[config.mk]
export PLATFORM = sky130hd
export DESIGN_NAME = mmap_wr_ctrl
export DESIGN_NICKNAME = d
export VERILOG_FILES = /design/src/rtl/mmap_wr_ctrl.sv
export SDC_FILE = /design/constraint.sdc
export NUM_CORES = 1
export LEC_CHECK = 0
export ABC_AREA = 1
export ABC_CLOCK_PERIOD_IN_PS = 4000
export CAP_MARGIN = 10
export CORE_ASPECT_RATIO = 0.7
export CORE_MARGIN = 2
export CORE_UTILIZATION = 50
export DETAILED_ROUTE_END_ITERATION = 12
export GPL_ROUTABILITY_DRIVEN = 1
export PLACE_DENSITY = 0.86
export SLEW_MARGIN = 20
export SYNTH_ARGS = -nofsm -noshare
export SYNTH_HDL_FRONTEND = slang
export SYNTH_SLANG_ARGS = --single-unit
[constraint.sdc]
create_clock -name clk -period 4 [get_ports clk]
set_input_delay 0.8 -clock clk [delete_from_list [all_inputs] [get_ports clk]]
set_output_delay 0.8 -clock clk [all_outputs]
set_load 0.02 [all_outputs]
[src/rtl/mmap_wr_ctrl.sv]
// -----------------------------------------------------------------------------
// mmap_wr_ctrl
//
// Store side of the memory-mapped I/O block. CPU stores to the UART TX data
// register are queued in a small byte FIFO, which drains to the UART
// transmitter over a valid/ready handshake. A store to the counter-reset
// register gives a one-cycle pulse that clears the cycle and instruction
// counters. FIFO status is exported for the MMIO status word.
//
// Optional build macro:
//   MMAP_WR_OVF_EN - when defined, tx_overflow is a sticky flag that is set
//                    whenever a TX byte is dropped because the FIFO is full.
//                    An internal 8-bit saturating drop counter is also kept
//                    for debug. Both clear on rst or a counter-reset store.
//                    When undefined, tx_overflow is tied low.
//
// Ports:
//   clk            system clock, rising edge
//   rst            synchronous, active-high reset
//   MMap_We        CPU store to the MMIO region this cycle
//   MMap_Sel[2:0]  MMIO register select (same encoding as the read mux)
//   MMap_din[31:0] store data; only [7:0] is used for TX bytes
//   tx_data[7:0]   byte at the FIFO head, presented to the UART transmitter
//   tx_valid       tx_data is valid
//   tx_ready_in    UART transmitter accepts tx_data on this edge
//   tx_fifo_ready  FIFO can accept another byte (status bit 0)
//   tx_fifo_empty  FIFO holds no entries
//   counters_rst   one-cycle pulse clearing the cycle/instruction counters
//   tx_overflow    sticky dropped-byte flag (0 unless MMAP_WR_OVF_EN)
// -----------------------------------------------------------------------------
module mmap_wr_ctrl #(
  parameter int         TX_DEPTH    = 4,
  parameter logic [2:0] SEL_TX      = 3'd2,
  parameter logic [2:0] SEL_CNT_RST = 3'd5
) (
  input  logic        clk,
  input  logic        rst,
  input  logic        MMap_We,
  input  logic [2:0]  MMap_Sel,
  input  logic [31:0] MMap_din,
  output logic [7:0]  tx_data,
  output logic        tx_valid,
  input  logic        tx_ready_in,
  output logic        tx_fifo_ready,
  output logic        tx_fifo_empty,
  output logic        counters_rst,
  output logic        tx_overflow
);

  localparam int                PTR_W     = $clog2(TX_DEPTH);
  localparam int                CNT_W     = PTR_W + 1;
  localparam logic [CNT_W-1:0]  DEPTH_CNT = CNT_W'(TX_DEPTH);

  logic [7:0]       mem [TX_DEPTH];
  logic [PTR_W-1:0] wr_ptr;
  logic [PTR_W-1:0] rd_ptr;
  logic [CNT_W-1:0] count;

  logic full;
  logic sel_tx_we;
  logic cnt_rst_we;
  logic push;
  logic pop;

  // Upper store bits carry no meaning for the TX register.
  logic [23:0] unused_din_hi;
  assign unused_din_hi = MMap_din[31:8];

  // Fullness is judged on the count before the edge, so a push against a
  // full FIFO is dropped even when a pop frees a slot on the same edge.
  assign full       = (count == DEPTH_CNT);
  assign sel_tx_we  = MMap_We && (MMap_Sel == SEL_TX);
  assign cnt_rst_we = MMap_We && (MMap_Sel == SEL_CNT_RST);
  assign push       = sel_tx_we && !full;
  assign pop        = tx_valid && tx_ready_in;

  // NOTE: all state below uses non-blocking (<=) assignments so every
  // register samples pre-edge values; blocking here would create ordering
  // races between the pointer, count and storage updates.
  always_ff @(posedge clk) begin
    if (rst) begin
      wr_ptr <= '0;
      rd_ptr <= '0;
      count  <= '0;
    end else begin
      // Pointers wrap naturally because TX_DEPTH is a power of two.
      if (push) wr_ptr <= wr_ptr + 1'b1;
      if (pop)  rd_ptr <= rd_ptr + 1'b1;
      case ({push, pop})
        2'b10:   count <= count + 1'b1;
        2'b01:   count <= count - 1'b1;
        default: count <= count;
      endcase
    end
  end

  // NOTE: the storage array is deliberately not reset; a flushed FIFO has
  // count 0, and tx_data is forced to 0 while empty, so stale entries can
  // never be observed.
  always_ff @(posedge clk) begin
    if (!rst && push) mem[wr_ptr] <= MMap_din[7:0];
  end

  // Counter-reset pulse: one cycle per store, back-to-back stores give
  // back-to-back pulses.
  always_ff @(posedge clk) begin
    if (rst) counters_rst <= 1'b0;
    else     counters_rst <= cnt_rst_we;
  end

  // Head of queue comes straight from registered storage; no path from
  // MMap_din reaches tx_data in the same cycle.
  assign tx_valid      = (count != '0);
  assign tx_fifo_empty = (count == '0);
  assign tx_fifo_ready = !full;
  assign tx_data       = tx_valid ? mem[rd_ptr] : 8'h00;

`ifdef MMAP_WR_OVF_EN
  logic       drop;
  logic       ovf_q;
  logic [7:0] drop_cnt;

  assign drop = sel_tx_we && full;

  always_ff @(posedge clk) begin
    if (rst || cnt_rst_we) begin
      ovf_q    <= 1'b0;
      drop_cnt <= 8'h00;
    end else if (drop) begin
      ovf_q <= 1'b1;
      if (drop_cnt != 8'hFF) drop_cnt <= drop_cnt + 8'd1;
    end
  end

  assign tx_overflow = ovf_q;
`else
  assign tx_overflow = 1'b0;
`endif

endmodule

==> run_summary.xml, run 1 <==
<?xml version="1.0" encoding="UTF-8"?>
<metrics>
  <group name="outcome">
    <metric name="run_status" unit="">completed</metric>
  </group>
  <group name="timing">
    <metric name="finalCritPeriodShare" unit="%">72.5</metric>
    <metric name="worst_hold_slack" unit="ns">0.501</metric>
    <metric name="max_slew.worst_pin.slew" unit="ns">0.599</metric>
    <metric name="skew" unit="ns">0.00835</metric>
    <metric name="final_max_slew_viol_count" unit="">0</metric>
    <metric name="maxClockFrequency" unit="GHz">0.345</metric>
    <metric name="min_period" unit="ns">2.90</metric>
    <metric name="slew-limit-headroom" unit="%">60.0</metric>
    <metric name="tns" unit="ns">0</metric>
    <metric name="setup_repair_after_global_routing_missed_its_margin" unit="">false</metric>
    <metric name="final_hold_viol_count" unit="">0</metric>
    <metric name="setup_violations" unit="">0</metric>
  </group>
  <group name="layout">
    <metric name="finish.utilization" unit="%">63.8</metric>
    <metric name="post_route_cells_drive_above_1_share" unit="%">8.87</metric>
    <metric name="final_net_count" unit="">247</metric>
    <metric name="diodes" unit="">0</metric>
    <metric name="final_design_area_no_fill" unit="um^2">2230</metric>
    <metric name="area_growth" unit="%">23.1</metric>
    <metric name="layout.cells.most_common_list" unit="">41 x sky130_fd_sc_hd__nor2_1, 32 x sky130_fd_sc_hd__edfxtp_1, 26 x sky130_fd_sc_hd__clkdlybuf4s50_1</metric>
    <metric name="most_common_library_cell_in_the_layout_ignoring_fill_and_taps" unit="">sky130_fd_sc_hd__nor2_1</metric>
  </group>
  <group name="clocking">
    <metric name="cts-buffers-inserted" unit="">5</metric>
    <metric name="cts_max_level" unit="">2</metric>
    <metric name="clkSlewWorstSetupHoldPaths" unit="ns">0.08</metric>
    <metric name="post_cts.resized_instances" unit="">0</metric>
    <metric name="clkSinkCount" unit="">42</metric>
    <metric name="holdBufCountCts" unit="">0</metric>
    <metric name="tritoncts" unit="">done</metric>
    <metric name="cts-root-to-sink-buffers" unit="">2</metric>
    <metric name="worstSkewPairLatency" unit="ns">0.28</metric>
    <metric name="postCtsSetupBuffers" unit="">0</metric>
    <metric name="clock_tree.root_cell" unit="">sky130_fd_sc_hd__clkbuf_8</metric>
  </group>
  <group name="routing">
    <metric name="wl_met2" unit="mm">1.47</metric>
    <metric name="route.vias.total" unit="">1212</metric>
    <metric name="drt_first_iter_violations" unit="">53</metric>
    <metric name="dr.pass1.iters" unit="">4</metric>
    <metric name="drtAntennaViolNets" unit="">0</metric>
    <metric name="wl_met1" unit="mm">1.57</metric>
    <metric name="detail_route.wirelength" unit="mm">3.17</metric>
    <metric name="drcViolationCount" unit="">0</metric>
    <metric name="route.top_layer_used" unit="">met4</metric>
    <metric name="viasPerCell" unit="">4.79</metric>
    <metric name="routed_wire_length_per_instance" unit="um">12.5</metric>
    <metric name="wl_met3" unit="um">97</metric>
  </group>
  <group name="logic_synthesis">
    <metric name="synth_seq_area_share" unit="%">64.1</metric>
    <metric name="yosys.area.top_type_share" unit="%">53.1</metric>
    <metric name="syn_area" unit="um^2">1810</metric>
    <metric name="synth_xor_area_share" unit="%">0</metric>
    <metric name="postSynthAreaPerCell" unit="um^2">10.6</metric>
    <metric name="ys_warn_count" unit="">0</metric>
    <metric name="syn-instance-count" unit="">170</metric>
    <metric name="synth.distinct_cells" unit="">21</metric>
    <metric name="ys_seq_elements" unit="">42</metric>
    <metric name="cells_taking_the_most_area_after_synthesis" unit="">sky130_fd_sc_hd__edfxtp_1 53%, sky130_fd_sc_hd__dfxtp_1 11%, sky130_fd_sc_hd__nor2_1 8.5%</metric>
    <metric name="synth_adder_area_share" unit="%">4.56</metric>
    <metric name="synth-compound-area-share" unit="%">8.02</metric>
    <metric name="postSynthNetCount" unit="">215</metric>
    <metric name="main_combinational_cell_family_by_area_after_synthesis" unit="">simple AND/OR/NAND/NOR gates</metric>
    <metric name="synth_largest_area_cell" unit="">sky130_fd_sc_hd__edfxtp_1</metric>
    <metric name="synth_simple_gate_area_share" unit="%">17.1</metric>
    <metric name="muxShareOfSynthArea" unit="%">0</metric>
  </group>
  <group name="power_and_ir_drop">
    <metric name="p_int" unit="mW">0.810</metric>
    <metric name="power.share.switching" unit="%">30.1</metric>
    <metric name="power_switching" unit="mW">0.349</metric>
    <metric name="share_comb_of_total_power" unit="%">28.2</metric>
    <metric name="cellLeakagePower" unit="nW">0.834</metric>
    <metric name="seq_power_share" unit="%">43.9</metric>
    <metric name="power.clock.fraction" unit="%">27.9</metric>
    <metric name="total_power" unit="mW">1.16</metric>
    <metric name="power_density" unit="nW/um^2">520</metric>
    <metric name="maximum_vdd_drop" unit="mV">0.208</metric>
  </group>
  <group name="global_routing">
    <metric name="grt_first_pass_wirelength" unit="mm">4.94</metric>
    <metric name="largest_net_degree_at_the_start_of_global_routing" unit="">18</metric>
    <metric name="grt_pass1_vias" unit="">1152</metric>
    <metric name="grt.overflow.total" unit="">0</metric>
    <metric name="gr_util_all_layers" unit="%">16.1</metric>
    <metric name="initial_antenna_violation_count" unit="">0</metric>
  </group>
  <group name="critical_path">
    <metric name="critical_path_peak_fanout" unit="">17</metric>
    <metric name="setup.worst_path.end_class" unit="">output pin</metric>
    <metric name="critical_path_arrival" unit="ns">2.10</metric>
    <metric name="cp.required" unit="ns">3.20</metric>
    <metric name="critPathLaunchType" unit="">flip-flop</metric>
    <metric name="crit_type" unit="">flip-flop to output pin</metric>
    <metric name="cp_slowest_stage_delay" unit="ns">0.71</metric>
    <metric name="ordered_cell_list_for_the_critical_path" unit="">inv_2 &gt; o21ai_1 &gt; a21oi_1 &gt; clkdlybuf4s50_1</metric>
    <metric name="cp.buffers_inverters" unit="">2</metric>
    <metric name="cpMaxStageDelayCell" unit="">sky130_fd_sc_hd__dfxtp_1</metric>
    <metric name="crit_family" unit="">buffers and inverters</metric>
  </group>
  <group name="placement">
    <metric name="portbufs" unit="">26</metric>
    <metric name="place_area" unit="um^2">2120</metric>
    <metric name="gp_congestion" unit="">0.833</metric>
    <metric name="post-dp-hpwl" unit="mm">2.20</metric>
  </group>
  <group name="floorplanning">
    <metric name="initial_utilization" unit="%">51.9</metric>
    <metric name="core-area" unit="um^2">3490</metric>
    <metric name="die-height" unit="um">54.3</metric>
    <metric name="dieWidth" unit="um">75.9</metric>
    <metric name="die_area" unit="um^2">4130</metric>
    <metric name="placement_rows" unit="">18</metric>
    <metric name="ios" unit="">52</metric>
  </group>
  <group name="worst_hold_path">
    <metric name="kind_of_path_behind_the_tightest_hold_check" unit="">flip-flop to flip-flop</metric>
  </group>
  <group name="run">
    <metric name="drv.max_cap_violation_count" unit="">0</metric>
  </group>
</metrics>
-- Yosys cell counts, drive strengths merged --
master / number
nand3: 5
nor2: 42
fa: 1
buf: 5
inv: 17
nand2: 18
o21ai: 18
nor3b: 4
ha: 5
dfxtp: 10
nor4: 1
edfxtp: 32
a21oi: 11
conb: 1
-- layout make-up --
cell class | count | area, um^2
fillers | 268 | 1260
multi-input cells | 106 | 541
well taps | 50 | 62.6
clock inverters | 2 | 37.5
clock buffers | 6 | 72.6
flip-flops and latches | 42 | 1160
inverters | 17 | 63.8
repair buffers | 30 | 290
-- through the flow --
| step | instances | setup WS, ns |
|---|---|---|
| detailed placement | 245 | 1.34 |
| finish | 253 | 1.10 |
| global route | 253 | 0.894 |
| floorplan | 170 | 1.81 |
| CTS | 253 | 1.06 |
| global placement | 245 | 1.42 |
-- logic make-up after synthesis --
| group | count (synthesis) |
|---|---|
| other | 1 |
| adders and majority gates | 6 |
| buffers and inverters | 22 |
| and+or+nand+nor | 70 |
| DFF | 42 |
| AOI/OAI and AO/OA | 29 |
-- final timing paths --
path         startpoint    endpoint  slack (ns)  depth (start not counted)
max           flip-flop  tx_data[7]        1.10                          4
min           rd_ptr[1]   rd_ptr[1]        0.50                          2
max reg2reg    count[1]    count[2]        2.19                         12
min reg2reg   rd_ptr[1]   rd_ptr[1]        0.50                          2
-- registers in the layout, indices dropped and copies added, names as in the netlist, named ones only --
signal / cells
mem: 32
rd_ptr: 2
count: 3
wr_ptr: 2
counters_rst: 1
-- power by group through the flow --
stage / clock [mW] / combinational (mW) / sequential [mW]
after global routing: 0.344 / 0.359 / 0.513
after detailed placement: 0 / 0.330 / 0.519
after CTS: 0.328 / 0.330 / 0.509
after floorplan: 0 / 0.221 / 0.503
after global placement: 0 / 0.323 / 0.517
final: 0.323 / 0.327 / 0.509
-- layer usage --
| metal | vias up | track usage [%] |
|---|---|---|
| met5 | - | 0 |
| met2 | 27 | 29.8 |
| met3 | 2 | 2.81 |
| met1 | 551 | 19.3 |
| met4 | 0 | 7.58 |
| li1 | 632 | - |
-- worst reg2reg max path, cell delays in order (launching register included) --
cell                      delay (ns)
sky130_fd_sc_hd__dfxtp_1        0.32
sky130_fd_sc_hd__inv_1          0.15
sky130_fd_sc_hd__nand3_2        0.10
sky130_fd_sc_hd__nand2_2        0.18
sky130_fd_sc_hd__ha_1           0.20
sky130_fd_sc_hd__inv_1          0.06
sky130_fd_sc_hd__fa_1           0.38
sky130_fd_sc_hd__inv_1          0.07
sky130_fd_sc_hd__nand2_1        0.04
sky130_fd_sc_hd__nand3_1        0.08
sky130_fd_sc_hd__nand2_1        0.05
sky130_fd_sc_hd__nand2_1        0.05
sky130_fd_sc_hd__nor2_1         0.04
(Power assumes the default switching activity.)
==> inputs of run 2 (changes only) <==
--- a/config.mk
+++ b/config.mk
@@ -6,14 +6,14 @@
 export NUM_CORES = 1
 export LEC_CHECK = 0
 export ABC_AREA = 1
-export ABC_CLOCK_PERIOD_IN_PS = 4000
+export ABC_CLOCK_PERIOD_IN_PS = 2550
 export CAP_MARGIN = 10
 export CORE_ASPECT_RATIO = 0.7
 export CORE_MARGIN = 2
-export CORE_UTILIZATION = 50
+export CORE_UTILIZATION = 42
 export DETAILED_ROUTE_END_ITERATION = 12
 export GPL_ROUTABILITY_DRIVEN = 1
-export PLACE_DENSITY = 0.86
+export PLACE_DENSITY = 0.78
 export SLEW_MARGIN = 20
 export SYNTH_ARGS = -nofsm -noshare
 export SYNTH_HDL_FRONTEND = slang
==> constraint.sdc (replaced) <==
create_clock -name clk -period 2.55 [get_ports clk]
set_input_delay 0.51 -clock clk [delete_from_list [all_inputs] [get_ports clk]]
set_output_delay 0.51 -clock clk [all_outputs]
set_load 0.02 [all_outputs]
==> run_summary.xml, run 2 (synthesis gave the netlist of run 1 again) <==
<?xml version="1.0" encoding="UTF-8"?>
<metrics>
  <group name="outcome">
    <metric name="run_status" unit="">completed</metric>
  </group>
  <group name="layout">
    <metric name="max_flop_register" unit="">mem</metric>
    <metric name="top_regs" unit="">mem x32, count x3</metric>
    <metric name="most_common_library_cell_in_the_layout_ignoring_fill_and_taps" unit="">sky130_fd_sc_hd__nor2_1</metric>
    <metric name="post_layout_nonfiller_instances" unit="">257</metric>
    <metric name="diodes" unit="">0</metric>
    <metric name="layout.cells.most_common_list" unit="">41 x sky130_fd_sc_hd__nor2_1, 32 x sky130_fd_sc_hd__edfxtp_1, 26 x sky130_fd_sc_hd__clkdlybuf4s50_1</metric>
    <metric name="final_net_count" unit="">249</metric>
    <metric name="final_design_area_no_fill" unit="um^2">2230</metric>
    <metric name="area_growth" unit="%">23.1</metric>
    <metric name="post_route_cells_drive_above_1_share" unit="%">10.2</metric>
    <metric name="flip_flop_count_of_the_largest_register_all_copies_and_words_added" unit="">32</metric>
    <metric name="finish.utilization" unit="%">55.5</metric>
  </group>
  <group name="timing">
    <metric name="skew" unit="ns">0.00231</metric>
    <metric name="tns" unit="ns">0</metric>
    <metric name="final_hold_viol_count" unit="">0</metric>
    <metric name="final_max_slew_viol_count" unit="">0</metric>
    <metric name="finalCritPeriodShare" unit="%">93.3</metric>
    <metric name="final.setup.worst_slack" unit="ns">0.170</metric>
    <metric name="setup_repair_after_global_routing_missed_its_margin" unit="">false</metric>
    <metric name="maxClockFrequency" unit="GHz">0.420</metric>
    <metric name="setup_violations" unit="">0</metric>
    <metric name="worst_hold_slack" unit="ns">0.518</metric>
    <metric name="min_period" unit="ns">2.38</metric>
  </group>
  <group name="routing">
    <metric name="detail_route.wirelength" unit="mm">3.29</metric>
    <metric name="drcViolationCount" unit="">0</metric>
    <metric name="drtAntennaViolNets" unit="">0</metric>
    <metric name="wl_met2" unit="mm">1.47</metric>
    <metric name="wl_met1" unit="mm">1.55</metric>
    <metric name="dr.pass1.iters" unit="">4</metric>
    <metric name="routed_wire_length_per_instance" unit="um">12.8</metric>
    <metric name="wl_met3" unit="um">203</metric>
    <metric name="drt_first_iter_violations" unit="">57</metric>
    <metric name="route.vias.total" unit="">1212</metric>
    <metric name="route.top_layer_used" unit="">met4</metric>
    <metric name="viasPerCell" unit="">4.72</metric>
  </group>
  <group name="global_routing">
    <metric name="largest_net_degree_at_the_start_of_global_routing" unit="">18</metric>
    <metric name="grt.overflow.total" unit="">0</metric>
    <metric name="gr_util_all_layers" unit="%">15.8</metric>
    <metric name="initial_antenna_violation_count" unit="">0</metric>
    <metric name="grt_first_pass_wirelength" unit="mm">5.41</metric>
    <metric name="grt_pass1_vias" unit="">1160</metric>
  </group>
  <group name="placement">
    <metric name="gp_congestion" unit="">0.780</metric>
    <metric name="portbufs" unit="">26</metric>
    <metric name="place_area" unit="um^2">2140</metric>
    <metric name="placed_cells" unit="">249</metric>
    <metric name="post-dp-hpwl" unit="mm">2.26</metric>
    <metric name="pre_cts_slack" unit="ns">0.193</metric>
  </group>
  <group name="critical_path">
    <metric name="r2r_end" unit="">count[2]</metric>
    <metric name="worst-r2r-cell-count" unit="">12</metric>
    <metric name="critical_path_peak_fanout" unit="">17</metric>
    <metric name="cp.buffers_inverters" unit="">2</metric>
    <metric name="number_of_stages_on_the_worst_setup_path" unit="">6</metric>
    <metric name="worst_r2r_startpoint" unit="">count[1]</metric>
    <metric name="cp_slowest_stage_delay" unit="ns">0.62</metric>
    <metric name="cp.required" unit="ns">2.04</metric>
    <metric name="critical_path_arrival" unit="ns">1.87</metric>
    <metric name="library_cell_appearing_most_often_on_the_critical_path" unit="">sky130_fd_sc_hd__nor2_1</metric>
    <metric name="rrSetupSlack" unit="ns">0.69</metric>
    <metric name="cpMaxStageDelayCell" unit="">sky130_fd_sc_hd__clkdlybuf4s50_1</metric>
    <metric name="ordered_cell_list_for_the_critical_path" unit="">buf_4 &gt; nor2_1 &gt; nor2_1 &gt; o21ai_0 &gt; a21oi_1 &gt; clkdlybuf4s50_1</metric>
    <metric name="setup.worst_path.end_class" unit="">output pin</metric>
    <metric name="critPathLaunchType" unit="">flip-flop</metric>
    <metric name="crit_type" unit="">flip-flop to output pin</metric>
    <metric name="crit_family" unit="">buffers and inverters</metric>
  </group>
  <group name="power_and_ir_drop">
    <metric name="cellLeakagePower" unit="nW">0.838</metric>
    <metric name="maximum_vdd_drop" unit="mV">0.400</metric>
    <metric name="total_power" unit="mW">1.75</metric>
    <metric name="power_density" unit="nW/um^2">786</metric>
  </group>
  <group name="clocking">
    <metric name="clkSinkCount" unit="">42</metric>
    <metric name="cts-root-to-sink-buffers" unit="">2</metric>
    <metric name="clkSlewWorstSetupHoldPaths" unit="ns">0.08</metric>
    <metric name="worstSkewPairLatency" unit="ns">0.29</metric>
    <metric name="cts-buffers-inserted" unit="">5</metric>
    <metric name="cts_max_level" unit="">2</metric>
    <metric name="tritoncts" unit="">done</metric>
    <metric name="holdBufCountCts" unit="">0</metric>
    <metric name="clock_tree.root_cell" unit="">sky130_fd_sc_hd__clkbuf_8</metric>
  </group>
  <group name="floorplanning">
    <metric name="placement_rows" unit="">19</metric>
    <metric name="die_area" unit="um^2">4860</metric>
    <metric name="initial_utilization" unit="%">45.1</metric>
    <metric name="die-height" unit="um">58.9</metric>
    <metric name="core-area" unit="um^2">4020</metric>
    <metric name="ios" unit="">52</metric>
    <metric name="dieWidth" unit="um">82.5</metric>
  </group>
  <group name="worst_hold_path">
    <metric name="kind_of_path_behind_the_tightest_hold_check" unit="">flip-flop to flip-flop</metric>
    <metric name="min-delay-start" unit="">rd_ptr[1]</metric>
    <metric name="holdPathEnd" unit="">rd_ptr[1]</metric>
    <metric name="worstHoldPathCells" unit="">2</metric>
  </group>
  <group name="run">
    <metric name="drv.max_cap_violation_count" unit="">0</metric>
  </group>
</metrics>
[run 2: changes by cell type in the layout (fill, tap and decap cells not counted), sizes merged]
cell    before  now
clkbuf       6    5
clkinv       0    2
bufinv       1    0
buf          4    6
[run 2: worst max path at each step]
stage	end	slack (ns)
after detailed placement	count[2]	0.19
after global placement	count[2]	0.25
after floorplan	mem[0][0]	0.65
final	tx_data[0]	0.17
after CTS	tx_data[6]	0.06
after global routing	tx_data[4]	0.04
[run 2: worst register-to-register path, delay by kind of cell, from the launching register on]
| kind | cells | cell delay (ns) |
|---|---|---|
| AND/OR/NAND/NOR | 7 | 0.55 |
| flip-flops | 1 | 0.31 |
| buffers and inverters | 3 | 0.31 |
| adder cells (fa/ha/maj) | 2 | 0.58 |
[run 2: area by class of cell]
cell class                 count  area (um^2)
clock buffer                   5         68.8
clock inverter                 3         21.3
fill                         347         1790
inverter                      17         66.3
multi-input combinational    106          541
sequential                    42         1160
tap                           52         65.1
timing repair buffer          32          305
[run 2: what timing repair did]
item	CTS	global route
endpoints found under the setup margin	0	5
setup buffers	0	0
resized for setup	0	2
[run 2: power by group]
group | switching [mW] | internal (mW)
logic | 0.333 | 0.227
clock network | 0.225 | 0.192
registers | 0.0134 | 0.761
total | 0.572 | 1.18
[run 2: layer usage]
metal | vias up | global-route usage, %
li1 | 635 | -
met3 | 8 | 4.60
met5 | - | 0
met4 | 0 | 7.86
met2 | 35 | 24.1
met1 | 534 | 20.6
